`config.mk`:
```
export PLATFORM = sky130hd
export DESIGN_NAME = sccb_target
export DESIGN_NICKNAME = d
export VERILOG_FILES = /design/src/rtl/sccb_target.sv
export SDC_FILE = /design/constraint.sdc
export NUM_CORES = 2
export LEC_CHECK = 0
export CORE_MARGIN = 5
export CORE_UTILIZATION = 39
export CTS_CLUSTER_DIAMETER = 40
export CTS_CLUSTER_SIZE = 8
export DETAILED_ROUTE_END_ITERATION = 12
export HOLD_SLACK_MARGIN = 0.15
export PLACE_DENSITY = 0.57
export SYNTH_ARGS = -nofsm -noshare
export SYNTH_HDL_FRONTEND = slang
export SYNTH_SLANG_ARGS = --single-unit
```
`constraint.sdc`:
```
create_clock -name i_Clk -period 2.7 [get_ports i_Clk]
set_input_delay 0.675 -clock i_Clk [delete_from_list [all_inputs] [get_ports i_Clk]]
set_output_delay 0.675 -clock i_Clk [all_outputs]
set_load 0.01 [all_outputs]
```
`src/rtl/sccb_target.sv`:
```
// SCCB target: three-phase write / two-phase read slave with a
// 256x8 register file, oversampling SIO_C/SIO_D on the system clock.
module sccb_target #(
    parameter logic [7:0] P_ID   = 8'h42,
    parameter int          P_SYNC = 2
) (
    input  logic       i_Clk,
    input  logic       i_Rst,
    input  logic       i_SIO_C,
    input  logic       i_SIO_D,
    output logic       o_SIO_D_Out,
    output logic       o_SIO_D_Oe,
    output logic       o_Wr_fValid,
    output logic [7:0] o_Wr_Addr,
    output logic [7:0] o_Wr_Data,
    output logic       o_Busy,
    output logic       o_Err
);

    typedef enum logic [2:0] {
        S_IDLE,
        S_ID,
        S_SUBADDR,
        S_WDATA,
        S_RDATA,
        S_WAIT_STOP
    } state_t;

    localparam logic [7:0] RD_ID = P_ID | 8'h01;

    logic [P_SYNC-1:0] c_sync;
    logic [P_SYNC-1:0] d_sync;
    logic              c_s;
    logic              d_s;
    logic              c_d;
    logic              d_d;

    logic              c_rise;
    logic              c_fall;
    logic              d_rise;
    logic              d_fall;
    logic              start;
    logic              stop;
    logic              phase_end;
    logic              wr_en;

    state_t            state;
    logic [3:0]        cnt;
    logic [7:0]        shreg;
    logic [7:0]        sub_addr;
    logic [7:0]        rd_byte;
    logic [7:0]        mem [256];

    // Bring both bus lines into the clock domain; idle bus level is high
    always_ff @(posedge i_Clk or negedge i_Rst) begin
        if (!i_Rst) begin
            c_sync <= '1;
            d_sync <= '1;
        end else begin
            c_sync <= {c_sync[P_SYNC-2:0], i_SIO_C};
            d_sync <= {d_sync[P_SYNC-2:0], i_SIO_D};
        end
    end

    assign c_s = c_sync[P_SYNC-1];
    assign d_s = d_sync[P_SYNC-1];

    // Delayed copies of the synchronized lines for edge detection
    always_ff @(posedge i_Clk or negedge i_Rst) begin
        if (!i_Rst) begin
            c_d <= 1'b1;
            d_d <= 1'b1;
        end else begin
            c_d <= c_s;
            d_d <= d_s;
        end
    end

    assign c_rise = c_s & ~c_d;
    assign c_fall = ~c_s & c_d;
    assign d_rise = d_s & ~d_d;
    assign d_fall = ~d_s & d_d;

    // SIO_C must be stable high across the data edge, so a clock edge in
    // the same cycle suppresses START/STOP.
    assign start = c_s & c_d & d_fall;
    assign stop  = c_s & c_d & d_rise;

    // The ninth rising edge of a phase closes the byte
    assign phase_end = c_rise && (cnt == 4'd8);
    assign wr_en     = phase_end && (state == S_WDATA);

    // Register file, cleared entirely by reset
    always_ff @(posedge i_Clk or negedge i_Rst) begin
        if (!i_Rst) begin
            for (int i = 0; i < 256; i++) begin
                mem[i] <= '0;
            end
        end else if (wr_en) begin
            mem[sub_addr] <= shreg;
        end
    end

    // Protocol FSM: bit counting, phase decode and registered outputs
    always_ff @(posedge i_Clk or negedge i_Rst) begin
        if (!i_Rst) begin
            state       <= S_IDLE;
            cnt         <= '0;
            shreg       <= '0;
            sub_addr    <= '0;
            rd_byte     <= '0;
            o_SIO_D_Out <= 1'b0;
            o_SIO_D_Oe  <= 1'b0;
            o_Wr_fValid <= 1'b0;
            o_Wr_Addr   <= '0;
            o_Wr_Data   <= '0;
            o_Busy      <= 1'b0;
            o_Err       <= 1'b0;
        end else begin
            o_Wr_fValid <= 1'b0;
            o_Err       <= 1'b0;
            if (start) begin
                state       <= S_ID;
                cnt         <= '0;
                o_SIO_D_Oe  <= 1'b0;
                o_SIO_D_Out <= 1'b0;
                o_Busy      <= 1'b1;
            end else if (stop) begin
                state       <= S_IDLE;
                cnt         <= '0;
                o_SIO_D_Oe  <= 1'b0;
                o_SIO_D_Out <= 1'b0;
                o_Busy      <= 1'b0;
            end else begin
                // Read data changes while SIO_C is low; the NA bit is released
                if (c_fall && state == S_RDATA) begin
                    if (cnt < 4'd8) begin
                        o_SIO_D_Oe  <= 1'b1;
                        o_SIO_D_Out <= rd_byte[~cnt[2:0]];
                    end else begin
                        o_SIO_D_Oe  <= 1'b0;
                        o_SIO_D_Out <= 1'b0;
                    end
                end
                if (c_rise) begin
                    if (cnt == 4'd8) begin
                        cnt <= '0;
                        unique case (state)
                            S_ID: begin
                                if (shreg == P_ID) begin
                                    state <= S_SUBADDR;
                                end else if (shreg == RD_ID) begin
                                    state   <= S_RDATA;
                                    rd_byte <= mem[sub_addr];
                                end else begin
                                    state <= S_WAIT_STOP;
                                    o_Err <= 1'b1;
                                end
                            end
                            S_SUBADDR: begin
                                sub_addr <= shreg;
                                state    <= S_WDATA;
                            end
                            S_WDATA: begin
                                o_Wr_fValid <= 1'b1;
                                o_Wr_Addr   <= sub_addr;
                                o_Wr_Data   <= shreg;
                                state       <= S_WAIT_STOP;
                            end
                            S_RDATA: begin
                                state <= S_WAIT_STOP;
                            end
                            default: begin
                                state <= state;
                            end
                        endcase
                    end else begin
                        cnt   <= cnt + 4'd1;
                        shreg <= {shreg[6:0], d_s};
                    end
                end
            end
        end
    end

endmodule

```
* Word level (Yosys, flattened, before mapping)
Index checks and enable logic that the tools add are counted.
Operators by class: $add $sub $neg 1, order comparisons 4, equal/unequal tests 7, muxes and demuxes 41, bitwise operators 17, reduce and logical (&&, ||, !) cells 15
Operators with widths (count):
- $bwmux W2048 | 1
- $bmux W8 S8 | 1
- $demux W8 S8 | 1
- $mux W1 | 24
- $mux W8 | 3
- $eq A8 B7 Y1 const B | 2
- $mux W4 | 4
- $mux W3 | 5
- $reduce_and A5 Y1 | 2
- $ge A9 B9 Y1 const B | 1
- $lt A9 B1 Y1 const B | 1
- $not A8 Y9 | 1
- $pmux W3 S3 | 1
- $reduce_bool A3 Y1 | 3
- $not A1 Y1 | 8
- $and A1 B1 Y1 | 7
- $reduce_and A7 Y1 | 1
- $eq A3 B2 Y1 const B | 2
- $reduce_bool A5 Y1 | 1
- $add A4 B1 Y4 const B | 1
- $eq A4 B4 Y1 const B | 1
- $logic_and A1 B1 Y1 | 4
- $lt A3 B4 Y1 const B | 1
- $lt A4 B4 Y1 const B | 1
- other kinds (8) | 8
Storage, ports and cells: flip-flop bits (word level) 2106, bits of input ports 4, output and inout port bits 21, word-level logic and storage cells 357

* Longest topological paths before layout
depth after elaboration 8, depth in mapped cells 13, depth with buffers taken out 10

* Worst setup path before layout
No wires, ideal clock.
kind flip-flop to flip-flop, start point register cnt[0], end point register mem[1760] (netlist name), setup time 0.125 ns, arrival time 2.791 ns, required time 2.575 ns, slack -0.216 ns, stages on the path, launching flop included 13, path buffers 2, clock period less this slack 2.916 ns, cell sequence dfrtp_1 -> inv_1 -> ha_1 -> nand2_1 -> or3_4 -> nor3b_4 -> nand2_2 -> inv_2 -> buf_4 -> nand3_2 -> buf_4 -> nor2_4 -> mux2_2
On the way: word-level cells in the longest chain between the ends 3
Ends and longest elaborated chain:
- from (decl) | line 48 | logic [3:0] cnt;
- from (signal assigned) | line 178 | cnt <= cnt + 4'd1;
- $eq A4 B4 Y1 | line 90 | assign phase_end = c_rise && (cnt == 4'd8);
- $logic_and A1 B1 Y1 | line 90
- $logic_and A1 B1 Y1 | line 91 | assign wr_en = phase_end && (state == S_WDATA);
- to (signal, indexed assignment) | line 100 | mem[sub_addr] <= shreg;
- to (decl) | line 52 | logic [7:0] mem [256];
Every way passes these cells. A chain may end at the register's enable or synchronous reset.

* Final worst setup path
start point register sub_addr[0], end point register rd_byte[6]
On the way: word-level cells in the longest chain between the ends 4
Ends and longest elaborated chain:
- from (decl) | line 50 | logic [7:0] sub_addr;
- from (signal assigned) | line 161 | sub_addr <= shreg;
- $not A8 Y9 (not written as such) | line 154 | rd_byte <= mem[sub_addr];
- $bmux W8 S8 | line 154
- $mux W8 (not written as such) (2 in a row) | line 154
- to (signal assigned) | line 154
- to (decl) | line 51 | logic [7:0] rd_byte;
Every way passes these cells. The select of a mux whose other input is x is not followed.

==> results.sh <==
export IMPL_outcome="finished, violations left"
export IMPL_failed_checks="max-slew violations, negative setup slack"
export IMPL_cp_cell_sequence="buf_12, buf_16, buf_6, mux4_2, mux4_2, mux2i_4, nor2_4, a2111oi_4, buf_4, o22ai_1"
export IMPL_synth_seq_area_share_pct=55.0
export IMPL_fin_cells=10500
export IMPL_drt_vias_per_instance=5.68
export IMPL_hp_class="primary input to asynchronous set/reset pin"
export IMPL_syn_area_um2=95800
export IMPL_synth_top_cell_area_share_pct=54.8
export IMPL_synth_cell_type_count=74
export IMPL_synth_compound_area_share_pct=2.21
export IMPL_die_w_um=506
export IMPL_synthesis_area_per_instance_um2=15.6
export IMPL_post_synth_mux_area_share_pct=37.6
export IMPL_timing_max_cap_violations=0
export IMPL_critical_path_peak_fanout=6
export IMPL_cts_buffers=378
export IMPL_cts_tree="built"
export IMPL_depth_of_the_worst_register_to_register_path=10
export IMPL_initial_antenna_violation_count=6
export IMPL_detailed_place_hpwl_um=193000
export IMPL_hold_ws_ps=256
export IMPL_io_pins=25
export IMPL_die_height_um=506
export IMPL_synthTopCellsByArea="dfrtp_1, mux2_2, mux4_2"
export IMPL_slowest_stage="mux4_2"
export IMPL_fin_worst_skew_ps=81.7
export IMPL_setup_viol_count_final=1819
export IMPL_mapped_cells=6159
export IMPL_gp_congestion=0.838
export IMPL_path_class="flop to flop"
export IMPL_initial_core_utilization_pct=39.1
export IMPL_routed_wirelength_um=301000
export IMPL_yosys_area_top_type="dfrtp_1"
export IMPL_cts_root_buffer_cell="clkbuf_16"
export IMPL_finish_net_count=7088
export IMPL_worst_endpoint_arrival_ps=3890
export IMPL_cts_buffer_depth=4
export IMPL_share_of_the_core_filled_with_cells_in_the_final_layout_pct=51.9
export IMPL_grt_ovfl_total=0
export IMPL_power_static_leakage_nw=59.4
export IMPL_fin_setup_tns_ps=-142560
export IMPL_htreeDepth=5
export IMPL_crit_path_max_incr_delay_ps=530
export IMPL_finalWorstSetupSlack_ps=-386
export IMPL_coreArea_um2=245000
export IMPL_tightest_slew_ps=1580
export IMPL_yosys_most_used_dff="dfrtp_1"
export IMPL_synth_seq_cells=2106
export IMPL_synthesis_yosys_warnings=0
export IMPL_route_vias_total=59800
export IMPL_cts_clk_pin_slew_worst_paths_ps=50
export IMPL_clkSinkCount=2106
export IMPL_drt_pass1_iterations=5
export IMPL_post_synth_top_count_cell="dfrtp_1"
export IMPL_place_port_buffers=24
export IMPL_synth_xor_area_share_pct=0.00914
export IMPL_start_kind="flop"
export IMPL_post_synth_fa_ha_maj_area_fraction_pct=0.0261
export IMPL_finalHoldViolCount=0
export IMPL_netlist_top_cells_count="dfrtp_1, mux2_2, mux4_2, clkbuf_1, nand2_1"
export IMPL_timing_critical_path_to_type="flop"
export IMPL_placementRows=182
export IMPL_cp_common_cell="mux4_2"
export IMPL_ys_async_rst_share_pct=100
export IMPL_synthSimpleGateAreaFrac_pct=3.00
export IMPL_synth_top_family_by_area="multiplexers"
export IMPL_grt_start_max_net_pins=185
export IMPL_first_global_vias=63700
export IMPL_gr_usage_all_layers_pct=23.2
export IMPL_timing_max_slew_rel_slack_pct=-5.24
export IMPL_final_layout_size_suffix_gt1_share_pct=61.6
export IMPL_layout_area_overhead_vs_synth_pct=32.8
export IMPL_vdd_ir_drop_max_mv=1.10
export IMPL_insertion_delay_ps=940
export IMPL_layout_filler_cells=20000
export IMPL_drc=0
export IMPL_period_needed_ps=3090
export IMPL_timing_final_max_slew_violations=40
export IMPL_crit_required_ps=3510
export IMPL_fp_dieArea_um2=256000
export IMPL_max_freq_ghz=0.324
export IMPL_ant_nets=0
export IMPL_post_place_cells=9836
export IMPL_syn_num_nets=6165
export IMPL_totalPowerFinal_mw=83.1
export IMPL_synth_edf_count=0
export IMPL_routedWlPerCell_um=28.6
export IMPL_drt_iter0_drc=4482
export IMPL_timing_final_crit_share_pct=114
export IMPL_rsz_0062_raised_after_global_routing="true"
export IMPL_wire_length_of_the_first_global_routing_pass_um=446000
export IMPL_power_density_cell_area_nw_per_um2=653
==> layout make-up <==
cell class                      count  area [um2]  share of cell area (%)
Antenna cell                        3        7.51                 0.00590
Clock buffer                      501       10600                    8.33
Clock inverter                    101        1340                    1.05
Inverter                            5        28.8                  0.0226
Multi-Input combinational cell   3589       46100                    36.2
Sequential cell                  2106       52800                    41.5
Tap cell                         3220        4030                    3.17
Timing Repair Buffer             1001       12400                    9.72
Timing Repair inverter              1        16.3                  0.0128
==> worst paths after layout <==
check	start	endpoint	slack, ps
worst max-delay path	sub_addr[0]	rd_byte[6]	-390
worst min-delay path	i_Rst	mem[1976]	260
worst max register to register	sub_addr[0]	rd_byte[6]	-390
worst min register to register	c_sync[0]	c_sync[1]	350
max in group asynchronous	i_Rst	mem[504]	1290
min in group i_Clk	c_sync[0]	c_sync[1]	350
==> report_power, final <==
group | internal [mW] | switching [mW]
combinational | 0.815 | 5.31
sequential | 31.7 | 0.0516
clock | 29.8 | 15.4
==> per-stage QoR <==
stage / area (um2) / worst slack (ps)
5_1_grt: 127000 / -392
2_1_floorplan: 96400 / -55.1
6_report: 127000 / -386
3_5_place_dp: 109000 / -1160
4_1_cts: 124000 / -353
3_3_place_gp: 109000 / -1180
==> sequential cells by signal (all words and copies together), names as in the netlist <==
signal	flops
c_d	1
c_sync	2
cnt	4
d_d	1
d_sync	2
mem	2048
o_Busy	1
o_Err	1
o_SIO_D_Oe	1
o_SIO_D_Out	1
o_Wr_Addr	8
o_Wr_Data	8
o_Wr_fValid	1
rd_byte	8
shreg	8
state	3
sub_addr	8
==> what timing repair did <==
action,4_1_cts,5_1_grt
setup endpoints to repair,2056,2056
resized for setup,653,670
buffers inserted,50,54
pin swaps,78,116
hold endpoints to repair,884,0
hold buffers,3,0
cloned,24,2
==> cell usage in the layout, fill, tap and decap left out, drive strengths merged, types with 5 or more instances in the layout <==
master	count
dfrtp	2100
mux2	2082
buf	969
mux4	511
clkbuf	503
nand2	278
nor2	168
mux2i	112
a22oi	61
clkinv	56
o21ai	51
a21oi	40
bufinv	29
nand3	26
clkdlybuf4s50	23
nor2b	22
o22ai	21
nor3	20
a211oi	20
a221oi	19
o221ai	18
a22o	15
inv	13
nand2b	12
nand4	11
a31oi	10
clkinvlp	9
o211ai	7
and3	7
dfstp	6
and2	6
a311oi	6
nand3b	5
a211o	5
==> critical path: cells and delay by family, from the launching register on <==
family	cells	cell delay [ps]
multiplexers	3	1420
flip-flops	1	520
AO/OA/AOI/OAI	2	310
AND/OR/NAND/NOR	1	70
buffers and inverters	4	600
==> cell families (layout without fill, tap and decap cells) <==
kind of cell               Yosys count  in the layout
AOI/OAI and AO/OA                  302            302
muxes                             2705           2705
adders and majority gates            2              2
DFF                               2106           2106
xor gates and xnor gates             1              1
buffers and inverters              464           1609
other                                0              3
and+or+nand+nor                    579            579
==> layer usage <==
layer / wire length [um] / vias to the layer above / GRT usage (%) / share of wire (%)
li1: - / 24900 / - / -
met1: 136000 / 32900 / 33.0 / 45
met4: 9960 / 0 / 7.47 / 3.3
met5: 0 / - / 0 / 0
met3: 13700 / 506 / 3.66 / 4.5
met2: 141000 / 1401 / 36.7 / 47
No activity file was read; power rests on OpenSTA's default activity.
